File: src/rtl/uart_pkg.sv
// Shared UART definitions used by the receive and transmit FIFOs.
//   UART_BYTE_W       : width of one UART data byte
//   STAT_RX_*         : bit positions of the receive status bits in the CPU status word
//   ptr_inc()         : circular pointer increment for arbitrary (non power-of-two) depths
//   rx_status()       : packs receive status bits into their status-word positions
package uart_pkg;

   localparam int UART_BYTE_W     = 8;

   localparam int STAT_RX_NEMPTY  = 0;
   localparam int STAT_RX_FULL    = 1;
   localparam int STAT_RX_OVERRUN = 2;

   // Explicit compare-and-wrap so depths like 3 or 100 work without masking.
   function automatic int unsigned ptr_inc(input int unsigned ptr, input int unsigned depth);
      return (ptr == depth - 1) ? 0 : ptr + 1;
   endfunction

   function automatic logic [2:0] rx_status(input logic nempty, input logic full,
                                            input logic ovr);
      logic [2:0] s;
      s                  = '0;
      s[STAT_RX_NEMPTY]  = nempty;
      s[STAT_RX_FULL]    = full;
      s[STAT_RX_OVERRUN] = ovr;
      return s;
   endfunction

endpackage

File: src/rtl/uart_rx_fifo_if.sv
// Bus between the UART receiver / CPU side (master) and the receive FIFO (slave).
//   rx_data, rx_valid       : byte strobe from the UART receiver
//   read_req, clear_overrun : CPU pulses
//   data_out, data_valid    : popped byte and its one-cycle qualifier
//   empty, full, count      : fill status
//   overrun, irq            : sticky drop flag and level interrupt
interface uart_rx_fifo_if
   import uart_pkg::*;
#(
   parameter int DEPTH = 128
);
   localparam int CW = $clog2(DEPTH) + 1;

   logic [UART_BYTE_W-1:0] rx_data;
   logic                   rx_valid;
   logic                   read_req;
   logic                   clear_overrun;
   logic [UART_BYTE_W-1:0] data_out;
   logic                   data_valid;
   logic                   empty;
   logic                   full;
   logic [CW-1:0]          count;
   logic                   overrun;
   logic                   irq;

   modport master (
      output rx_data, rx_valid, read_req, clear_overrun,
      input  data_out, data_valid, empty, full, count, overrun, irq
   );

   modport slave (
      input  rx_data, rx_valid, read_req, clear_overrun,
      output data_out, data_valid, empty, full, count, overrun, irq
   );

endinterface

File: src/rtl/uart_fifo_mem.sv
// Simple dual-port byte array shared by the UART receive and transmit FIFOs.
// Synchronous write, synchronous read with enable; the read register holds
// its value when not enabled and clears on reset. The array is not reset.
// A read and a write to the same address in one cycle return the old byte.
//   clk, rst         : clock, asynchronous active-high reset (read register only)
//   wr_en/addr/data  : write port
//   rd_en/addr/data  : read port, rd_data valid the cycle after rd_en
module uart_fifo_mem
   import uart_pkg::*;
#(
   parameter int DEPTH = 128,
   parameter int AW    = $clog2(DEPTH)
) (
   input  logic                   clk,
   input  logic                   rst,
   input  logic                   wr_en,
   input  logic [AW-1:0]          wr_addr,
   input  logic [UART_BYTE_W-1:0] wr_data,
   input  logic                   rd_en,
   input  logic [AW-1:0]          rd_addr,
   output logic [UART_BYTE_W-1:0] rd_data
);

   logic [UART_BYTE_W-1:0] mem [DEPTH];

   always_ff @(posedge clk) begin
      if (wr_en) mem[wr_addr] <= wr_data;
   end

   always_ff @(posedge clk or posedge rst) begin
      if (rst)        rd_data <= '0;
      else if (rd_en) rd_data <= mem[rd_addr];
   end

endmodule

File: src/rtl/uart_rx_fifo.sv
// Receive-side FIFO between the UART receiver and the CPU bus.
// Queues bytes strobed in by the receiver, pops one per read_req with a
// one-cycle registered data_out/data_valid, and reports fill level and a
// sticky overrun flag. A write while full is accepted only if a read pops
// in the same cycle; otherwise the byte is dropped and overrun is set.
// Optional macro UART_RX_FIFO_IRQ_EN: when defined, irq is a registered
// (count >= IRQ_LEVEL) || overrun; when undefined, irq is tied low.
//   clk, rst : clock, asynchronous active-high reset
//   bus      : uart_rx_fifo_if slave modport (all data/status signals)
module uart_rx_fifo
   import uart_pkg::*;
#(
   parameter int DEPTH     = 128,
   parameter int IRQ_LEVEL = 1
) (
   input logic           clk,
   input logic           rst,
   uart_rx_fifo_if.slave bus
);

   localparam int AW = $clog2(DEPTH);
   localparam int CW = $clog2(DEPTH) + 1;

   if (DEPTH < 2 || IRQ_LEVEL < 1 || IRQ_LEVEL > DEPTH) begin : g_bad_params
      $error("uart_rx_fifo: DEPTH must be >= 2 and IRQ_LEVEL within 1..DEPTH");
   end

   logic [AW-1:0] wr_ptr, rd_ptr;
   logic [CW-1:0] count_q, count_nxt;
   logic          overrun_q, overrun_nxt;
   logic          data_valid_q;
   logic          is_empty, is_full;
   logic          wr_acc, rd_acc, drop;

   assign is_empty = (count_q == '0);
   assign is_full  = (count_q == CW'(DEPTH));

   // When full, a same-cycle pop frees the slot being written.
   assign rd_acc = bus.read_req && !is_empty;
   assign wr_acc = bus.rx_valid && (!is_full || bus.read_req);
   assign drop   = bus.rx_valid && is_full && !bus.read_req;

   always_comb begin
      count_nxt = count_q;
      if (wr_acc && !rd_acc)      count_nxt = count_q + CW'(1);
      else if (rd_acc && !wr_acc) count_nxt = count_q - CW'(1);

      // A drop in the same cycle as a clear leaves the flag set.
      overrun_nxt = overrun_q;
      if (drop)                   overrun_nxt = 1'b1;
      else if (bus.clear_overrun) overrun_nxt = 1'b0;
   end

   always_ff @(posedge clk or posedge rst) begin
      if (rst) begin
         wr_ptr       <= '0;
         rd_ptr       <= '0;
         count_q      <= '0;
         overrun_q    <= 1'b0;
         data_valid_q <= 1'b0;
      end else begin
         if (wr_acc) wr_ptr <= AW'(ptr_inc(32'(wr_ptr), unsigned'(DEPTH)));
         if (rd_acc) rd_ptr <= AW'(ptr_inc(32'(rd_ptr), unsigned'(DEPTH)));
         count_q      <= count_nxt;
         overrun_q    <= overrun_nxt;
         data_valid_q <= rd_acc;
      end
   end

   uart_fifo_mem #(
      .DEPTH (DEPTH),
      .AW    (AW)
   ) u_mem (
      .clk     (clk),
      .rst     (rst),
      .wr_en   (wr_acc),
      .wr_addr (wr_ptr),
      .wr_data (bus.rx_data),
      .rd_en   (rd_acc),
      .rd_addr (rd_ptr),
      .rd_data (bus.data_out)
   );

`ifdef UART_RX_FIFO_IRQ_EN
   logic irq_q;

   always_ff @(posedge clk or posedge rst) begin
      if (rst) irq_q <= 1'b0;
      else     irq_q <= (count_nxt >= CW'(IRQ_LEVEL)) || overrun_nxt;
   end

   assign bus.irq = irq_q;
`else
   assign bus.irq = 1'b0;
`endif

   assign bus.data_valid = data_valid_q;
   assign bus.empty      = is_empty;
   assign bus.full       = is_full;
   assign bus.count      = count_q;
   assign bus.overrun    = overrun_q;

endmodule

File: src/flat_wrapper.sv
// flat-port wrapper written by rule: the top's interface ports become plain ports
module uart_rx_fifo_flat import uart_pkg::*;
#(
   parameter int DEPTH     = 128,
   parameter int IRQ_LEVEL = 1
)
  (clk, rst, bus_rx_data, bus_rx_valid, bus_read_req, bus_clear_overrun, bus_data_out, bus_data_valid, bus_empty, bus_full, bus_count, bus_overrun, bus_irq);
  uart_rx_fifo_if #(.DEPTH(DEPTH)) bus_i ();
  input logic clk;
  input logic rst;
  input wire logic [$bits(bus_i.rx_data)-1:0] bus_rx_data;
  input wire logic [$bits(bus_i.rx_valid)-1:0] bus_rx_valid;
  input wire logic [$bits(bus_i.read_req)-1:0] bus_read_req;
  input wire logic [$bits(bus_i.clear_overrun)-1:0] bus_clear_overrun;
  output wire logic [$bits(bus_i.data_out)-1:0] bus_data_out;
  output wire logic [$bits(bus_i.data_valid)-1:0] bus_data_valid;
  output wire logic [$bits(bus_i.empty)-1:0] bus_empty;
  output wire logic [$bits(bus_i.full)-1:0] bus_full;
  output wire logic [$bits(bus_i.count)-1:0] bus_count;
  output wire logic [$bits(bus_i.overrun)-1:0] bus_overrun;
  output wire logic [$bits(bus_i.irq)-1:0] bus_irq;
  assign bus_i.rx_data = bus_rx_data;
  assign bus_i.rx_valid = bus_rx_valid;
  assign bus_i.read_req = bus_read_req;
  assign bus_i.clear_overrun = bus_clear_overrun;
  assign bus_data_out = bus_i.data_out;
  assign bus_data_valid = bus_i.data_valid;
  assign bus_empty = bus_i.empty;
  assign bus_full = bus_i.full;
  assign bus_count = bus_i.count;
  assign bus_overrun = bus_i.overrun;
  assign bus_irq = bus_i.irq;
  uart_rx_fifo #(.DEPTH(DEPTH), .IRQ_LEVEL(IRQ_LEVEL)) u_core (.clk(clk), .rst(rst), .bus(bus_i));
endmodule
File: config.mk
export PLATFORM = sky130hd
export DESIGN_NAME = uart_rx_fifo_flat
export DESIGN_NICKNAME = d
export VERILOG_FILES = /design/src/rtl/uart_pkg.sv /design/src/rtl/uart_rx_fifo_if.sv /design/src/rtl/uart_fifo_mem.sv /design/src/rtl/uart_rx_fifo.sv /design/src/flat_wrapper.sv
export SDC_FILE = /design/constraint.sdc
export NUM_CORES = 1
export LEC_CHECK = 0
export CAP_MARGIN = 10
export CORE_MARGIN = 3
export CORE_UTILIZATION = 35
export CTS_CLUSTER_SIZE = 14
export DETAILED_ROUTE_END_ITERATION = 6
export GPL_ROUTABILITY_DRIVEN = 0
export SLEW_MARGIN = 30
export SYNTH_ARGS = -nofsm -noshare
export SYNTH_HDL_FRONTEND = slang
export SYNTH_SLANG_ARGS = --single-unit
File: constraint.sdc
create_clock -name clk -period 3.4 [get_ports clk]
set_input_delay 0.85 -clock clk [delete_from_list [all_inputs] [get_ports clk]]
set_output_delay 0.85 -clock clk [all_outputs]
set_load 0.02 [all_outputs]
# ---- Yosys cells after proc, flatten, opt, wreduce, memory -nomap -nowiden
# Memories as Yosys holds them, arrays and structs flattened. A register that Yosys moved wholly into a read port is not among the register bits.
# Index checks and enable logic that the tools add are counted.
dict set report totals {
  reg_bits 24
  ramBits 1024
  memories 1
}
dict set report classes {
  addsub 4
  eq_ne 3
  muxes 8
  n_reduce_logical 15
}
# name depth word_bits read_ports rd_clocked_by_memory_dff wr line_no
set mem_list {}
lappend mem_list {u_core.u_mem.mem 128 8 1 1 1 uart_fifo_mem.sv:24} ;# logic [UART_BYTE_W-1:0] mem [DEPTH];
# operator count
set ops {}
lappend ops {{8-bit 2-to-1 mux} 2}
lappend ops {{7-bit by 1-bit adder with 7-bit output (second input constant)} 2}
lappend ops {{7-bit == test (second input constant)} 2}
lappend ops {{7-bit 2-to-1 mux} 2}
lappend ops {{8-bit by 1-bit adder with 8-bit output (second input constant)} 1}
lappend ops {{8-bit == test (second input constant)} 1}
lappend ops {{8-bit zero test} 1}
lappend ops {{8-bit by 1-bit subtractor with 8-bit output (second input constant)} 1}
lappend ops {{1-bit logical AND} 6}
lappend ops {{1-bit zero test} 5}
lappend ops {{1-bit 2-to-1 mux} 4}
lappend ops {{2-bit nonzero test} 2}
lappend ops {{1-bit logical OR} 1}

# ---- Depth between registers and ports, before layout
# Gate-level depths: netlist (run 1).
dict set report logic_depth {
  word_depth 8
  mapped_depth 13
}

# ---- Cells and area by module
# From an unflattened synthesis (run 1), not the netlist that was laid out.
dict set report unflattened {
  hier_cells 2150
  area_unflattened_um2 41931.5
}
# module instances cells_per_inst area_each_um2
set by_module_without_submodules {}
lappend by_module_without_submodules {uart_fifo_mem 1 2001 40503.8}
lappend by_module_without_submodules {uart_rx_fifo 1 149 1427.6}

# ---- Worst setup path after synthesis (run 1)
# Ideal clock, no wire load.
dict set report synth_path {
  path_type {reg-to-reg}
  start {reg u_core.count_q[3], in the netlist u_core.bus.count[3]}
  end {reg u_core.count_q[7], in the netlist u_core.bus.count[7]}
  setup_time_ns 0.087
  arrival_time_ns 3.168
  path_slack_ns 0.145
  stages_incl_launch_ff 14
  path_buffers 0
  synth_period_minus_slack_ns 3.255
  path_cell_list {dfrtp_1 -> nor4_1 -> nand3_1 -> o21ai_1 -> inv_1 -> ha_1 -> inv_1 -> ha_1 -> a21o_1 -> a21o_1 -> a21oi_1 -> o21ai_0 -> a211o_1 -> o211ai_1}
}
dict set report synth_between {
  elab_chain_len 7
  word_cells_on_any_way 16
}
# element line_no
set synth_lines {}
lappend synth_lines {{start: declaration} uart_rx_fifo.sv:29} ;# logic [CW-1:0] count_q, count_nxt;
lappend synth_lines {{start signal: assignment} uart_rx_fifo.sv:64} ;# count_q <= count_nxt;
lappend synth_lines {{8-bit == test (*)} uart_rx_fifo.sv:36} ;# assign is_full = (count_q == CW'(DEPTH));
lappend synth_lines {{1-bit zero test (*)} uart_rx_fifo.sv:40} ;# assign wr_acc = bus.rx_valid && (!is_full || bus.read_req);
lappend synth_lines {{1-bit logical OR (*)} uart_rx_fifo.sv:40}
lappend synth_lines {{1-bit logical AND (*)} uart_rx_fifo.sv:40}
lappend synth_lines {{net u_core.u_mem.wr_en} uart_fifo_mem.sv:16} ;# input logic wr_en,
lappend synth_lines {{1-bit zero test} uart_rx_fifo.sv:46} ;# else if (rd_acc && !wr_acc) count_nxt = count_q - CW'(1);
lappend synth_lines {{1-bit logical AND} uart_rx_fifo.sv:46}
lappend synth_lines {{2-bit nonzero test (no line)} -}
# Mark *: on every way through the listed nets, which the timed path passes. The rest lies on a longest branch. The select of a mux whose other input is x is not followed.
# A chain may end at the register's enable or synchronous reset.

# ---- Final worst setup path (run 1)
dict set report layout_path {
  start {reg u_core.count_q[3], in the netlist u_core.bus.count[3]}
  end {out bus_full}
}
dict set report layout_between {
  elab_chain_len 1
}
# element line_no
set layout_lines {}
lappend layout_lines {{8-bit == test} uart_rx_fifo.sv:36}
lappend layout_lines {{end: declaration} flat_wrapper.sv:18} ;# output wire logic [$bits(bus_i.full)-1:0] bus_full;
# Every way passes these cells.

==> impl_results.md, run 1 <==
- Largest family of logic cells by synthesized area: multiplexers
- CTS tree: yes
- Mean post-synth cell area: 19.9 sq um
- Slew @ Worst Pin: 834 ps
- CORE AREA: 117000 sq um
- Post-CTS Setup Bufs: 0
- Period Utilization, post-route: 91.7%
- Seq/Total Area, Yosys: 76.3%
- Compound-Gate Fraction of Synth Area: 3.93%
- Mux cell area share after synthesis: 15.0%
- Power per cell area: 723 nW/um^2
- Max_slew headroom: about 44%
- Cell area after synthesis: slightly above 40000 sq um
- Final WS setup: 281 ps
- CTS Buf Count: 104
- #FFs+latches synth: ~1100
- Pin count of the biggest net entering global routing: 85
- Row Count: 125
- Worst skew pair latency: 670 ps
- Cts repair resizes: 0
- Synthesized Nets: about 2100
- CP Capture Type: output port
- Max Cap Viol: 0
- Number of enable flip-flop cells after synthesis: 1024
- Status: completed
- Clock skew: 31.5 ps
- Synth cell types: 53
- Syn. warnings: 0
- XOR/XNOR Fraction of Synth Area: 0.254%
- Starting Density: 35.4%
- Post-DP HPWL: ~63000 um
- Detailed-route wire length: 99900 um
- Lkg Pwr: 0.0157 uW
- Drt pass-1 iters: 5
- Synth top area cells: edfxtp_1 74%, mux4_2 11%, mux2i_1 3.5%, dfrtp_1 1.9%, nor2_1 1.4%
- DRT antenna net count: 0
- Worst R2R Path Depth: 14
- CP max FO: 4
- Syn-to-layout area delta: 17.4%
- Final Util: a little over two fifths
- Main synth FF type: edfxtp_1
- Iter 0 DRT Violations: 2367
- FMAX: roughly 0.32 GHz
- Setup crit start kind: flop
- Tmin final: 3120 ps
- First-pass GRT wire length: 149000 um
- CTS Sinks: 1056
- Synth Area in Simple Gates: 2.74%
- Vias in the first global route: 22000
- Overall routing resource usage: 16.4%
- Hold Crit Class: reg2reg
- Yosys top cell area share: 74.4%
- Nets: about 2400
- Total gr overflow: 0
- CP Data Arrival Time: 2270 ps
- Chip Width: 350 um
- I/O pins: 34
- Unrepaired setup endpoints after global routing: false
- Pre-CTS setup slack: -83.7 ps
- CP Data Required Time: 2550 ps
- Layout cells sized above 1: approximately a quarter
- Adder-cell area share of the yosys netlist: less than 1%
- Synth area leader: edfxtp_1
- Commonest non-fill, non-tap cell in the layout: edfxtp_1
- Port-buffer cells: 32
- Die footprint: 122000 sq um
- CTS Buffer Depth: 3
- CTS Root Cell: clkbuf_16
- Initial antenna violation count: 0
- Post-CTS Hold Buffers: 0
- Die Height: about 350 um
- VDD IR max: 463 uV
- Drt wl/cell: 25.3 um
- Hold path depth: 2
- Final hold violation count: 0
- Post-Syn Instances: 2082
- Async SR Flop Fraction: 3.03%
- Final Setup Violations: 0
- Vias: 21200
- Setup CP Type: reg2out
- Final Max Tran Viols: 0
- Number of H-tree levels: 3
- Most frequent cells in the layout: 1024 x edfxtp_1, 227 x buf_4, 205 x mux4_2
- Via-per-instance ratio: 5.35
- Clk slew on worst S/H paths: approximately 60 ps
- Final routed DRC violation total: 0
per-layer routing:
| layer | GRT usage [%] | vias up | part of all wire [%] |
|---|---|---|---|
| li1 | - | 9092 | - |
| met1 | 22.9 | 11100 | 43 |
| met2 | 26.5 | 777 | 48 |
| met3 | 2.69 | 167 | 6.7 |
| met4 | 5.15 | 0 | 2.6 |
| met5 | 0 | - | 0 |
cell usage after synthesis (all sizes together) (2+ instances only):
library cell  instances
dfrtp                32
mux2i               146
edfxtp             1024
nand3                21
ha                    9
a211o                 2
a22oi                23
mux2                 10
xnor2                10
inv                  17
nor2b                 8
mux4                205
nand4                 4
nor4                  2
a2111oi               2
o22ai                41
a21oi                40
a211oi               52
clkbuf               56
buf                  60
a221oi               14
xor2                  2
or3b                  2
a21o                  3
nand3b                6
o211ai               24
nor3                  2
and2                 10
nand2                55
o31ai                 2
and3                  3
o21ai                31
nor2                151
cell families (layout without fill, tap and decap cells):
| kind of cell | Yosys count | count (layout) |
|---|---|---|
| compound gates | 243 | 243 |
| xor+xnor | 12 | 12 |
| fa+ha+maj | 10 | 10 |
| buf+inv | 133 | 479 |
| flops | 1056 | 1056 |
| mux | 361 | 361 |
| other cells | 1 | 2 |
| simple gates | 266 | 266 |
final cells by class:
class	count	area, sq um
diodes	1	2.50
clock buffers	130	2730
clock inverters	59	713
fillers	10100	68100
inverters	17	63.8
multi-input cells	893	9200
flip-flops and latches	1056	31600
well taps	1524	1910
repair buffers	273	2380
flip-flops by register name (all words and copies together) (netlist names):
register               cells
u_core.bus.count           8
u_core.bus.data_valid      1
u_core.bus.overrun         1
u_core.rd_ptr              7
u_core.u_mem.mem        1024
u_core.u_mem.rd_data       8
u_core.wr_ptr              7
worst max-delay path, cell delays in order, from the launching register on:
cell             delay, ps
dfrtp_1                430
nor4_2                 320
nand3_1                160
inv_1                   90
clkdlybuf4s50_1        600
stage by stage:
step / cells / instance area (sq um) / hold WS, ps / power [uW] / TNS [ps]
final: 3953 / 48600 / 532 / 35100 / 0
after global routing: 3952 / 48600 / 547 / 36400 / 0
after CTS: 3952 / 48600 / 535 / 35400 / 0
after detailed placement: 3763 / 45100 / 519 / 23800 / -83.7
after global placement: 3763 / 45100 / 497 / 23700 / -6.56
after floorplan: 2082 / 41400 / 471 / 20400 / 0
worst paths after layout:
kind,to,startpoint,slack [ps]
worst max-delay path,bus_full,u_core.bus.count[3],280
min in group asynchronous,u_core.bus.count[0],rst,660
worst max register to register,u_core.bus.count[6],u_core.bus.count[3],340
worst min-delay path,u_core.bus.overrun,u_core.bus.overrun,530
worst min register to register,u_core.bus.overrun,u_core.bus.overrun,530
max in group asynchronous,u_core.rd_ptr[1],rst,2100
report_power, final:
part | internal (uW) | leakage, uW | total (uW) | switching (uW)
combinational | 3520 | 0.00444 | 8430 | 4910
sequential | 14600 | 0.00959 | 15100 | 467
clock | 6770 | 0.00166 | 11600 | 4820
total | 24900 | 0.0157 | 35100 | 10200
(Power assumes the default switching activity.)
==> inputs of run 2 (changes only) <==
--- a/config.mk
+++ b/config.mk
@@ -10,8 +10,8 @@
 export CORE_UTILIZATION = 35
 export CTS_CLUSTER_SIZE = 14
 export DETAILED_ROUTE_END_ITERATION = 6
-export GPL_ROUTABILITY_DRIVEN = 0
 export SLEW_MARGIN = 30
 export SYNTH_ARGS = -nofsm -noshare
 export SYNTH_HDL_FRONTEND = slang
 export SYNTH_SLANG_ARGS = --single-unit
+export TNS_END_PERCENT = 1
==> results of run 2 <==
No change in the layout: final DEF, timing and power equal those of run 1.
==> inputs of run 3 (changes only) <==
--- a/config.mk
+++ b/config.mk
@@ -6,10 +6,11 @@
 export NUM_CORES = 1
 export LEC_CHECK = 0
 export CAP_MARGIN = 10
-export CORE_MARGIN = 3
 export CORE_UTILIZATION = 35
 export CTS_CLUSTER_SIZE = 14
 export DETAILED_ROUTE_END_ITERATION = 6
+export DONT_BUFFER_PORTS = 1
+export SKIP_CTS_REPAIR_TIMING = 1
 export SLEW_MARGIN = 30
 export SYNTH_ARGS = -nofsm -noshare
 export SYNTH_HDL_FRONTEND = slang
==> impl_results.md, run 3 (synthesized netlist as in run 1, its figures left out) <==
- Setup CP Type: reg2reg
- Clk slew on worst S/H paths: 60 ps
- Number of H-tree levels: 3
- CP max FO: 21
- CP Data Required Time: 3950 ps
- Worst hold margin: 228 ps
- Biggest register: u_core.u_mem.mem
- Status: completed
- Period Utilization, post-route: between 90% and 100%
- Post-DP HPWL: 58900 um
- Chip Width: 346 um
- Via-per-instance ratio: 5.37
- Final routed DRC violation total: 0
- # diodes: 0
- Final Wtd Congestion: just over 0.8
- Final Max Tran Viols: 0
- Most frequent cells in the layout: 1024 x edfxtp_1, 205 x mux4_2, 166 x buf_4
- Unrepaired setup endpoints after global routing: true
- Drt wl/cell: between 20 and 30 um
- CP Capture Type: flop
- Drt pass-1 iters: 7
- CTS Buf Count: 108
- CTS tree: yes
- Slew @ Worst Pin: 957 ps
- Max_slew headroom: 36.0%
- Hold Crit Class: in2async
- DRT antenna net count: 0
- First-pass GRT wire length: between 100000 and 150000 um
- Syn-to-layout area delta: 15.6%
- Pin count of the biggest net entering global routing: 129
- Final hold violation count: 0
- Crit path from: u_core.rd_ptr[0]
- CTS Sinks: 1056
- Initial antenna violation count: 3
- Vias: between 20000 and 25000
- Starting Density: a little over a third
- Layout cells sized above 1: between 20% and 30%
- Nets: 2281
- Max Cap Viol: 0
- Die Height: 346 um
- Iter 0 DRT Violations: around 2200
- Tmin final: 3250 ps
- Vias in the first global route: 21500
- VDD IR max: between 400 and 500 uV
- FMAX: 0.307 GHz
- Detailed-route wire length: 98700 um
- Worst skew pair latency: 690 ps
- CORE AREA: 117000 sq um
- Lkg Pwr: 0.0153 uW
- Max reg flops: 1024
- Post-DP Area: between 40000 and 50000 sq um
- Clock skew: 27.4 ps
- Die footprint: 120000 sq um
- Final Setup Violations: 0
- Row Count: 125
- Overall routing resource usage: 16.5%
- Total gr overflow: 0
- CP Data Arrival Time: approximately 3800 ps
- I/O pins: 34
- Power per cell area: 729 nW/um^2
- R2R Path Start: u_core.rd_ptr[0]
- CTS Root Cell: clkbuf_16
- Power Total: 34800 uW
- Setup crit start kind: flop
- Port-buffer cells: 0
- CTS Buffer Depth: 3
- Final Cell Area: 47800 sq um
- Commonest non-fill, non-tap cell in the layout: edfxtp_1
- Final Util: between 40% and 50%
-- run 3: metrics by stage --
stage	setup TNS, ps	worst slack (ps)	instances
2_1_floorplan	0	145	2082
3_3_place_gp	-11.8	-11.8	3672
3_5_place_dp	-91.3	-83.8	3672
4_1_cts	-114	-86.1	3873
5_1_grt	-8.09	-8.09	3873
6_report	0	146	3873
-- run 3: worst paths after layout --
| path | slack, ps | to | depth (start not counted) |
|---|---|---|---|
| max in group asynchronous | 2470 | u_core.rd_ptr[1] | 1 |
| max reg2reg | 150 | u_core.u_mem.rd_data[7] | 7 |
| max | 150 | u_core.u_mem.rd_data[7] | 7 |
| min in group clk | 270 | u_core.bus.overrun | 1 |
| min | 230 | u_core.bus.count[3] | 1 |
| min reg2reg | 560 | u_core.wr_ptr[4] | 1 |
-- run 3: area by class of cell --
| type | instances | area (sq um) |
|---|---|---|
| well taps | 1524 | 1910 |
| fillers | 10200 | 68800 |
| multi-input cells | 893 | 9240 |
| clock inverters | 60 | 573 |
| inverters | 17 | 63.8 |
| clock buffers | 141 | 2910 |
| repair buffers | 182 | 1570 |
| flip-flops and latches | 1056 | 31600 |
-- run 3: power by group --
group          switching [uW]  leakage [uW]  internal (uW)
Sequential                550       0.00959          14600
Combinational            4600       0.00397           3420
Clock                    4890       0.00171           6770
-- run 3: layer usage --
layer  global-route usage, %  vias up  routed length (um)
met5                       0        -                  25
met4                    6.22        4                3280
met3                    3.47      180                6860
met2                    26.8      727               48100
met1                    21.7    11000               40500
li1                        -     8911                   -
-- run 3: worst max-delay path, cell delays in order (launching register included) --
cell and delay, ps:
dfrtp_4 740, buf_4 410, mux4_2 550, mux2i_1 380
o211ai_1 250, a221oi_1 490, buf_4 220, a211oi_1 50
